<file path="src/rtl/fetch_pkg.sv">
// Shared constants and types for the instruction fetch sequencer.
package fetch_pkg;

    localparam logic [31:0] RESET_PC          = 32'h0000_0000;
    localparam int unsigned MEM_BYTES_DEFAULT = 1024;
    localparam int unsigned DEPTH_DEFAULT     = 2;

    typedef enum logic {
        RUN   = 1'b0,
        FAULT = 1'b1
    } fetch_state_e;

    typedef struct packed {
        logic [31:0] instr;
        logic [31:0] pc4;
    } fetch_entry_t;

endpackage

</file>
<file path="src/rtl/instr_fetch_ctrl_if.sv">
// Memory, IF/ID handshake, redirect and fault signals of the fetch sequencer.
interface instr_fetch_ctrl_if;

    logic [31:0] imem_addr;
    logic [31:0] imem_rdata;
    logic        out_valid;
    logic        out_ready;
    logic [31:0] out_instr;
    logic [31:0] out_pc;
    logic        branch_taken;
    logic [31:0] branch_addr;
    logic        fault;
    logic [31:0] fault_pc;

    modport master (
        output imem_addr,
        input  imem_rdata,
        output out_valid,
        input  out_ready,
        output out_instr,
        output out_pc,
        input  branch_taken,
        input  branch_addr,
        output fault,
        output fault_pc
    );

    modport slave (
        input  imem_addr,
        output imem_rdata,
        input  out_valid,
        output out_ready,
        input  out_instr,
        input  out_pc,
        output branch_taken,
        output branch_addr,
        input  fault,
        input  fault_pc
    );

endinterface

</file>
<file path="src/rtl/fetch_fifo.sv">
// Prefetch queue of fetched {instr, pc4} entries with synchronous clear.
module fetch_fifo
    import fetch_pkg::*;
#(
    parameter int unsigned DEPTH = DEPTH_DEFAULT
) (
    input  logic         clk,
    input  logic         rst_n,
    input  logic         clr,
    input  logic         push,
    input  fetch_entry_t din,
    input  logic         pop,
    output fetch_entry_t dout,
    output logic         full_c,
    output logic         empty_c
);

    localparam int unsigned AW = $clog2(DEPTH);
    localparam int unsigned PW = AW + 1;

    fetch_entry_t  mem_q [DEPTH];
    fetch_entry_t  mem_d [DEPTH];
    logic [PW-1:0] wr_q, wr_d;
    logic [PW-1:0] rd_q, rd_d;

    // Clear wins over push/pop so a redirect never leaves a stale entry behind.
    always_comb begin
        mem_d = mem_q;
        wr_d  = wr_q;
        rd_d  = rd_q;
        if (clr) begin
            wr_d = '0;
            rd_d = '0;
        end else begin
            if (push) begin
                mem_d[wr_q[AW-1:0]] = din;
                wr_d                = wr_q + PW'(1);
            end
            if (pop) begin
                rd_d = rd_q + PW'(1);
            end
        end
    end

    always_ff @(posedge clk or negedge rst_n) begin
        if (!rst_n) begin
            wr_q <= '0;
            rd_q <= '0;
            for (int i = 0; i < int'(DEPTH); i++) begin
                mem_q[i] <= '0;
            end
        end else begin
            wr_q  <= wr_d;
            rd_q  <= rd_d;
            mem_q <= mem_d;
        end
    end

    assign dout    = mem_q[rd_q[AW-1:0]];
    assign full_c  = (wr_q[AW] != rd_q[AW]) && (wr_q[AW-1:0] == rd_q[AW-1:0]);
    assign empty_c = (wr_q == rd_q);

endmodule

</file>
<file path="src/rtl/instr_fetch_ctrl.sv">
// Fetch sequencer: owns the PC, fills the prefetch queue, applies redirects and halts out of range.
module instr_fetch_ctrl
    import fetch_pkg::*;
#(
    parameter int unsigned MEM_BYTES = MEM_BYTES_DEFAULT,
    parameter int unsigned DEPTH     = DEPTH_DEFAULT
) (
    input  logic               clk,
    input  logic               rst_n,
    instr_fetch_ctrl_if.master bus
);

    fetch_state_e state_q, state_d;
    logic [31:0]  pc_q, pc_d;
    logic [31:0]  fault_pc_q, fault_pc_d;
    logic         fifo_clr_c, fifo_push_c, fifo_pop_c;
    logic         fifo_full_c, fifo_empty_c;
    fetch_entry_t push_entry_c, head_c;

    // 33-bit compare so addresses close to 2^32 cannot wrap into range.
    function automatic logic word_in_range(input logic [31:0] addr);
        return ({1'b0, addr} + 33'd3) < 33'(MEM_BYTES);
    endfunction

    assign fifo_pop_c = !fifo_empty_c && bus.out_ready && !bus.branch_taken;

    always_ff @(posedge clk or negedge rst_n) begin
        if (!rst_n) begin
            state_q    <= RUN;
            pc_q       <= RESET_PC;
            fault_pc_q <= '0;
        end else begin
            state_q    <= state_d;
            pc_q       <= pc_d;
            fault_pc_q <= fault_pc_d;
        end
    end

    always_comb begin
        state_d      = state_q;
        pc_d         = pc_q;
        fault_pc_d   = fault_pc_q;
        fifo_clr_c   = 1'b0;
        fifo_push_c  = 1'b0;
        push_entry_c = '{instr: bus.imem_rdata, pc4: pc_q + 32'd4};
        if (bus.branch_taken) begin
            fifo_clr_c = 1'b1;
            if ((bus.branch_addr[1:0] == 2'b00) && word_in_range(bus.branch_addr)) begin
                state_d = RUN;
                pc_d    = bus.branch_addr;
            end else begin
                state_d    = FAULT;
                fault_pc_d = bus.branch_addr;
            end
        end else begin
            case (state_q)
                RUN: begin
                    if (!word_in_range(pc_q)) begin
                        state_d    = FAULT;
                        fault_pc_d = pc_q;
                    end else if (!fifo_full_c || fifo_pop_c) begin
                        fifo_push_c = 1'b1;
                        pc_d        = pc_q + 32'd4;
                    end
                end
                FAULT: begin
                    pc_d = pc_q;
                end
                default: begin
                    state_d = FAULT;
                end
            endcase
        end
    end

    fetch_fifo #(.DEPTH(DEPTH)) u_fifo (
        .clk     (clk),
        .rst_n   (rst_n),
        .clr     (fifo_clr_c),
        .push    (fifo_push_c),
        .din     (push_entry_c),
        .pop     (fifo_pop_c),
        .dout    (head_c),
        .full_c  (fifo_full_c),
        .empty_c (fifo_empty_c)
    );

    assign bus.imem_addr = pc_q & 32'hFFFF_FFFC;
    assign bus.out_valid = !fifo_empty_c;
    assign bus.out_instr = head_c.instr;
    assign bus.out_pc    = head_c.pc4;
    assign bus.fault     = (state_q == FAULT);
    assign bus.fault_pc  = fault_pc_q;

endmodule
</file>
<file path="src/flat_wrapper.sv">
// flat-port wrapper written by rule: the top's interface ports become plain ports
module instr_fetch_ctrl_flat import fetch_pkg::*;
#(
    parameter int unsigned MEM_BYTES = MEM_BYTES_DEFAULT,
    parameter int unsigned DEPTH     = DEPTH_DEFAULT
)
  (clk, rst_n, bus_imem_addr, bus_imem_rdata, bus_out_valid, bus_out_ready, bus_out_instr, bus_out_pc, bus_branch_taken, bus_branch_addr, bus_fault, bus_fault_pc);
  instr_fetch_ctrl_if bus_i ();
  input  logic clk;
  input  logic rst_n;
  output wire logic [$bits(bus_i.imem_addr)-1:0] bus_imem_addr;
  input wire logic [$bits(bus_i.imem_rdata)-1:0] bus_imem_rdata;
  output wire logic [$bits(bus_i.out_valid)-1:0] bus_out_valid;
  input wire logic [$bits(bus_i.out_ready)-1:0] bus_out_ready;
  output wire logic [$bits(bus_i.out_instr)-1:0] bus_out_instr;
  output wire logic [$bits(bus_i.out_pc)-1:0] bus_out_pc;
  input wire logic [$bits(bus_i.branch_taken)-1:0] bus_branch_taken;
  input wire logic [$bits(bus_i.branch_addr)-1:0] bus_branch_addr;
  output wire logic [$bits(bus_i.fault)-1:0] bus_fault;
  output wire logic [$bits(bus_i.fault_pc)-1:0] bus_fault_pc;
  assign bus_imem_addr = bus_i.imem_addr;
  assign bus_i.imem_rdata = bus_imem_rdata;
  assign bus_out_valid = bus_i.out_valid;
  assign bus_i.out_ready = bus_out_ready;
  assign bus_out_instr = bus_i.out_instr;
  assign bus_out_pc = bus_i.out_pc;
  assign bus_i.branch_taken = bus_branch_taken;
  assign bus_i.branch_addr = bus_branch_addr;
  assign bus_fault = bus_i.fault;
  assign bus_fault_pc = bus_i.fault_pc;
  instr_fetch_ctrl #(.MEM_BYTES(MEM_BYTES), .DEPTH(DEPTH)) u_core (.clk(clk), .rst_n(rst_n), .bus(bus_i));
endmodule
</file>
<file path="config.mk">
export PLATFORM = sky130hd
export DESIGN_NAME = instr_fetch_ctrl_flat
export DESIGN_NICKNAME = d
export VERILOG_FILES = /design/src/rtl/fetch_pkg.sv /design/src/rtl/instr_fetch_ctrl_if.sv /design/src/rtl/fetch_fifo.sv /design/src/rtl/instr_fetch_ctrl.sv /design/src/flat_wrapper.sv
export SDC_FILE = /design/constraint.sdc
export NUM_CORES = 1
export LEC_CHECK = 0
export CORE_MARGIN = 2
export CORE_UTILIZATION = 40
export CTS_CLUSTER_SIZE = 28
export DETAILED_ROUTE_END_ITERATION = 12
export GPL_TIMING_DRIVEN = 0
export MAX_ROUTING_LAYER = met4
export PLACE_DENSITY_LB_ADDON = 0.08
export SYNTH_ARGS = -nofsm -noshare
export SYNTH_HDL_FRONTEND = slang
export SYNTH_SLANG_ARGS = --single-unit
export TNS_END_PERCENT = 50
</file>
<file path="constraint.sdc">
create_clock -name clk -period 3.46 [get_ports clk]
set_input_delay 1.038 -clock clk [delete_from_list [all_inputs] [get_ports clk]]
set_output_delay 1.038 -clock clk [all_outputs]
set_load 0.05 [all_outputs]
</file>
Yosys cells after proc, flatten, opt, wreduce, memory -nomap -nowiden
Cells that the tools add are included.

Logic and storage cells: 75. Flip-flop bits (word level): 197. Input bits: 68. Output and inout bits: 130.

Muxes and demuxes: 28. Magnitude comparators: 5. Bitwise logic cells: 4. Add/sub/neg operators: 5. Reductions and logical operators: 15. Equal/unequal tests: 9.

Operators by type and width (number): 2-to-1 mux 32 bit (9); 2-to-1 mux 64 bit (4); bitwise mux 128 bit (1); adder 32 x 2 -> 33 bit (second input constant) (2); less-than comparator 33 x 11 -> 1 bit (second input constant) (2); demux 64 bit (select 1 bit) (1); adder 32 x 3 -> 32 bit (second input constant) (1); 2-to-1 mux 1 bit (9); 2-to-1 mux 2 bit (4); != test 2 bit (second input constant) (3); != test 3 x 2 -> 1 bit (second input constant) (2); logical AND 1 bit (5); adder 2 x 1 -> 2 bit (second input constant) (2); >= comparator 2 bit (second input constant) (2); NOT 1 -> 2 bit (2); AND reduction 4 bit (1); nonzero test 2 bit (2); logical NOT 1 bit (3); AND reduction 3 bit (1); equality test 2 bit (1); logical NOT 2 bit (1); less-than comparator 2 x 1 -> 1 bit (second input constant) (1); != test 2 x 1 -> 1 bit (second input constant) (1); NOT 1 bit (2); other kinds (4) (4).

Depth between registers and ports, before layout
Depth after elaboration: 11. Gate-level depth with buffers: 14. Mapped depth without buffers: 10.

Hierarchy
A second synthesis with hierarchy kept.

Cell total of the unflattened synthesis: 918. Area, all modules: 11228.3 sq um.

By module, submodules not included: fetch_fifo (instances 1, sequential area each 3303.2 sq um, area each 6294.8 sq um, cells each 363); instr_fetch_ctrl (instances 1, sequential area each 1626.6 sq um, area each 4933.5 sq um, cells each 555).

Worst setup path after synthesis
OpenSTA, ideal clock, no wires.

Kind: input to register. From: input bus_branch_addr[15]. To: register u_core.pc_q[7]. Library setup time: 0.141 ns. Data arrival time: 3.208 ns. Cell stages on the path: 11. Setup slack: 0.111 ns. Path buffers: 2. Required time: 3.319 ns. Cell sequence: buf_2 -> o211ai_1 -> nor4_2 -> nand2_1 -> a21oi_1 -> nand4_1 -> nor4_4 -> nand2_1 -> clkbuf_1 -> o311ai_0 -> nand3_1.

Cells in the longest elaborated chain, start to end: 5.

Ends and longest elaborated chain: start: declaration (line flat_wrapper.sv:18) `input wire logic [$bits(bus_i.branch_addr)-1:0] bus_branch_addr;`; adder 32 x 2 -> 33 bit (line instr_fetch_ctrl.sv:22) `return ({1'b0, addr} + 33'd3) < 33'(MEM_BYTES);`; less-than comparator 33 x 11 -> 1 bit (line instr_fetch_ctrl.sv:22); logical AND 1 bit (line instr_fetch_ctrl.sv:48) `if ((bus.branch_addr[1:0] == 2'b00) && word_in_range(bus.branch_addr)) begin`; != test 2 x 1 -> 1 bit (no source line); AND reduction 4 bit (no source line); end signal: assignment (line instr_fetch_ctrl.sv:34) `pc_q <= pc_d;`; end: declaration (line instr_fetch_ctrl.sv:14) `logic [31:0] pc_q, pc_d;`.

Every way passes these cells. A chain may end at the register's enable or synchronous reset.

Worst setup path after layout
From: register u_core.pc_q[11]. To: register u_core.u_fifo.mem_q[96] (netlist name).

Cells in the longest elaborated chain, start to end: 6.

Ends and longest elaborated chain: adder 32 x 2 -> 33 bit (line instr_fetch_ctrl.sv:22); less-than comparator 33 x 11 -> 1 bit (line instr_fetch_ctrl.sv:22); 2-to-1 mux 1 bit (line instr_fetch_ctrl.sv:58) `if (!word_in_range(pc_q)) begin`; 2-to-1 mux 1 bit (line instr_fetch_ctrl.sv:56) `case (state_q)`; 2-to-1 mux 1 bit (line instr_fetch_ctrl.sv:46) `if (bus.branch_taken) begin`; AND reduction 2 bit (no source line); end signal: assignment (line fetch_fifo.sv:55) `mem_q <= mem_d;`; end: declaration (line fetch_fifo.sv:21) `fetch_entry_t mem_q [DEPTH];`.

Every way passes these cells.

==> results_dict.tcl <==
set metrics [dict create \
    dp_hpwl_mm 18.6 \
    min_period_over_period 0.973 \
    cp_slowest_cell "dfrtp_1" \
    first_pass_iters 7 \
    netlist_area_mm2 0.00994 \
    synth.distinct_cells 69 \
    nNetsFinal 1179 \
    path_clk_slew_ns 0.09 \
    cts_max_level 4 \
    syn_to_final_growth_pct 34.1 \
    reg2reg_from "u_core.pc_q[11]$_DFFE_PN0P_" \
    start_util 0.409 \
    p_leak_nw 6.49 \
    port_buffers 193 \
    dieArea_mm2 0.0261 \
    die_x_um 162 \
    fill_cells 2154 \
    ys_async_sr_fraction 1.00 \
    ys_warn_count 0 \
    diodes 0 \
    setup_viol 0 \
    grt_pass1_wl_mm 43.2 \
    area.sequential_mm2 0.00493 \
    antenna_found_initial 0 \
    crit_chain "nand2_1, or3_1, buf_4, o31a_1, a211o_1, a211oi_2, and4_4, buf_6, nand2_4, nor2_8, bufbuf_16, mux2_2" \
    drc_errors 0 \
    grt_pass1_vias 7811 \
    relSlewSlack 0.514 \
    cts_sinks 197 \
    drt-wirelength-per-cell_um 18.6 \
    totalWireLength_mm 26.9 \
    gp_congestion 0.823 \
    syn_area_per_cell_um2 11.3 \
    track_usage 0.216 \
    peakVddDrop_mv 0.237 \
    drive_gt1_frac 0.280 \
    insertion_delay_ns 0.45 \
    ios 198 \
    status "finished clean" \
    synth_top_flop_cell "dfrtp_1" \
    synth_seq_cells 197 \
    hold_start "u_core.u_fifo.mem_q[2]$_DFFE_PN0P_" \
    finalSetupTns_ns 0 \
    worstPathArrival_ns 3.71 \
    skew_ns 0.0150 \
    numCtsBuffers 17 \
    grt_max_degree 112 \
    cp.required_ns 3.80 \
    fin_util 0.548 \
    critPathLaunchType "register" \
    crit_type "register to register" \
    drv_slew 0 \
    vias 7675 \
    slowest_delay_ns 0.57 \
    cap_violations 0 \
    grt-ovfl-total 0 \
    synth_cells 876 \
    hold_violations 0 \
    rsz0062_at_grt "yes" \
    cts.path.max_buffers 2 \
    tritoncts "done" \
    synth_edf_count 0 \
    drt_iter0_markers 582 \
    rows 57 \
    die_h_um 162 \
    worst_pin_slew_ns 0.730 \
    min_path_type "register to register" \
    multiInputGateArea_mm2 0.00461 \
    timing.hold.ws_ns 0.475 \
    fin_crit_ns 3.37 \
    clockRootBuffer "clkbuf_16" \
    path_max_fanout 7 \
    max_freq_mhz 297 \
    cp-end-kind "register" \
    core_area_mm2 0.0243 \
    crit_start "u_core.pc_q[11]$_DFFE_PN0P_" \
    power_density_mw_per_mm2 362 \
    drtAntennaViolNets 0 \
    seq_area_frac_synth 0.496 \
    viasPerCell 5.30 \
]
[cells in the mapped netlist, types with 3 or more instances]
library cell | count | area [µm²]
and2_1 | 28 | 175
nor2_1 | 86 | 323
nand4_2 | 3 | 37.5
buf_1 | 3 | 11.3
or4_1 | 3 | 22.5
nor2b_1 | 23 | 144
mux2_2 | 121 | 1360
inv_1 | 8 | 30.0
or3_1 | 5 | 31.3
a211oi_1 | 34 | 255
xor2_1 | 9 | 78.8
buf_2 | 15 | 75.1
and4_1 | 5 | 43.8
buf_6 | 6 | 67.6
dfrtp_1 | 197 | 4930
nor3_1 | 40 | 200
and3_1 | 30 | 188
buf_4 | 38 | 285
a31o_2 | 3 | 26.3
mux2_4 | 27 | 405
o211ai_1 | 9 | 67.6
a31oi_1 | 3 | 18.8
o21ai_0 | 6 | 30.0
nand2_1 | 29 | 109
a211o_1 | 3 | 26.3
nand4_1 | 15 | 93.8
nand3_1 | 11 | 55.1
mux2i_1 | 10 | 100
a21oi_1 | 15 | 75.1
clkbuf_1 | 25 | 93.8
nor4_1 | 8 | 50.1
xnor2_1 | 9 | 78.8
[through the flow]
| step | area (µm²) | instances | power [W] | setup slack (ns) |
|---|---|---|---|---|
| after global routing | 13300 | 1447 | 0.00501 | -0.0460 |
| after floorplan | 9940 | 877 | 0.00260 | 0.111 |
| final | 13300 | 1447 | 0.00483 | 0.0946 |
| after detailed placement | 12300 | 1395 | 0.00285 | -1.41 |
| after CTS | 13200 | 1444 | 0.00488 | 0.00765 |
| after global placement | 12300 | 1394 | 0.00284 | -7.38 |
[worst max-delay path: cells and delay by family (launching register included)]
kind | cells | cell delay [ns]
buffers and inverters | 3 | 0.58
multiplexers | 1 | 0.32
AND/OR/NAND/NOR | 5 | 1.07
flip-flops | 1 | 0.57
AO/OA/AOI/OAI | 3 | 0.71
[power by group]
group          switching (W)  internal (W)  total (W)
Clock                0.00105      0.000986    0.00204
Combinational       0.000273      0.000159   0.000432
Sequential         0.0000293       0.00233    0.00236
Total                0.00135       0.00348    0.00483
[logic make-up (layout without fill, tap and decap cells)]
family / Yosys count / after routing / synth area share
AND/OR/NAND/NOR: 302 / 304 / 0.165
adder cells (fa/ha/maj): 1 / 1 / 0.00126
XOR/XNOR: 18 / 18 / 0.0159
multiplexers: 159 / 159 / 0.189
other: 1 / 2 / 0.000377
buffers and inverters: 96 / 340 / 0.0570
AO/OA/AOI/OAI: 102 / 102 / 0.0752
flip-flops: 197 / 197 / 0.496
[routing by layer]
metal,wire length [µm],track usage,share of wire
met1,12200,0.296,0.46
met2,12200,0.318,0.45
met3,2060,0.0568,0.077
met4,431,0.0567,0.016
met5,0,-,0
[timing repair]
| item | 4_1_cts | 5_1_grt |
|---|---|---|
| hold buffers | 0 | 0 |
| setup buffers | 17 | 3 |
| endpoints found under the setup margin | 257 | 171 |
| gates resized for setup | 96 | 37 |
| cloned | 3 | 1 |
| pin swaps | 13 | 8 |
[layout by cell type, fill, tap and decap left out, types with 15 or more instances in the layout]
cell	n
a211oi_1	34
clkbuf_16	17
mux2_4	27
clkdlybuf4s50_1	129
dlygate4sd2_1	55
nand2_1	27
nor3_1	39
nand4_1	15
and2_1	27
nor2_1	85
nor2b_1	22
mux2_2	121
dfrtp_1	193
buf_4	56
and3_1	30
[flip-flops by register name (all words and copies together) (netlist names)]
register,count
u_core.pc_q,32
u_core.u_fifo.mem_q,128
u_core.u_fifo.rd_q,2
u_core.bus.fault_pc,32
u_core.bus.fault,1
u_core.u_fifo.wr_q,2
[final timing paths]
| kind | endpoint | slack [ns] | cells past startpoint |
|---|---|---|---|
| max in group asynchronous | u_core.u_fifo.mem_q[55]$_DFFE_PN0P_ | 1.92 | 2 |
| max | u_core.u_fifo.mem_q[96]$_DFFE_PN0P_ | 0.09 | 12 |
| min in group asynchronous | u_core.bus.fault_pc[28]$_DFFE_PN0P_ | 0.56 | 1 |
| max reg2reg | u_core.u_fifo.mem_q[96]$_DFFE_PN0P_ | 0.09 | 12 |
| min | u_core.u_fifo.mem_q[2]$_DFFE_PN0P_ | 0.48 | 2 |
| min reg2reg | u_core.u_fifo.mem_q[2]$_DFFE_PN0P_ | 0.48 | 2 |
[final cells by class]
cell class              instances  area share
clock buffers                  18      0.0322
inverters                       9     0.00254
plain buffers                  83      0.0443
repair buffers                216       0.160
flip-flops and latches        197       0.370
clock inverters                14      0.0135
well taps                     324      0.0304
multi-input cells             586       0.346
Power figures use the tool's default switching activity.
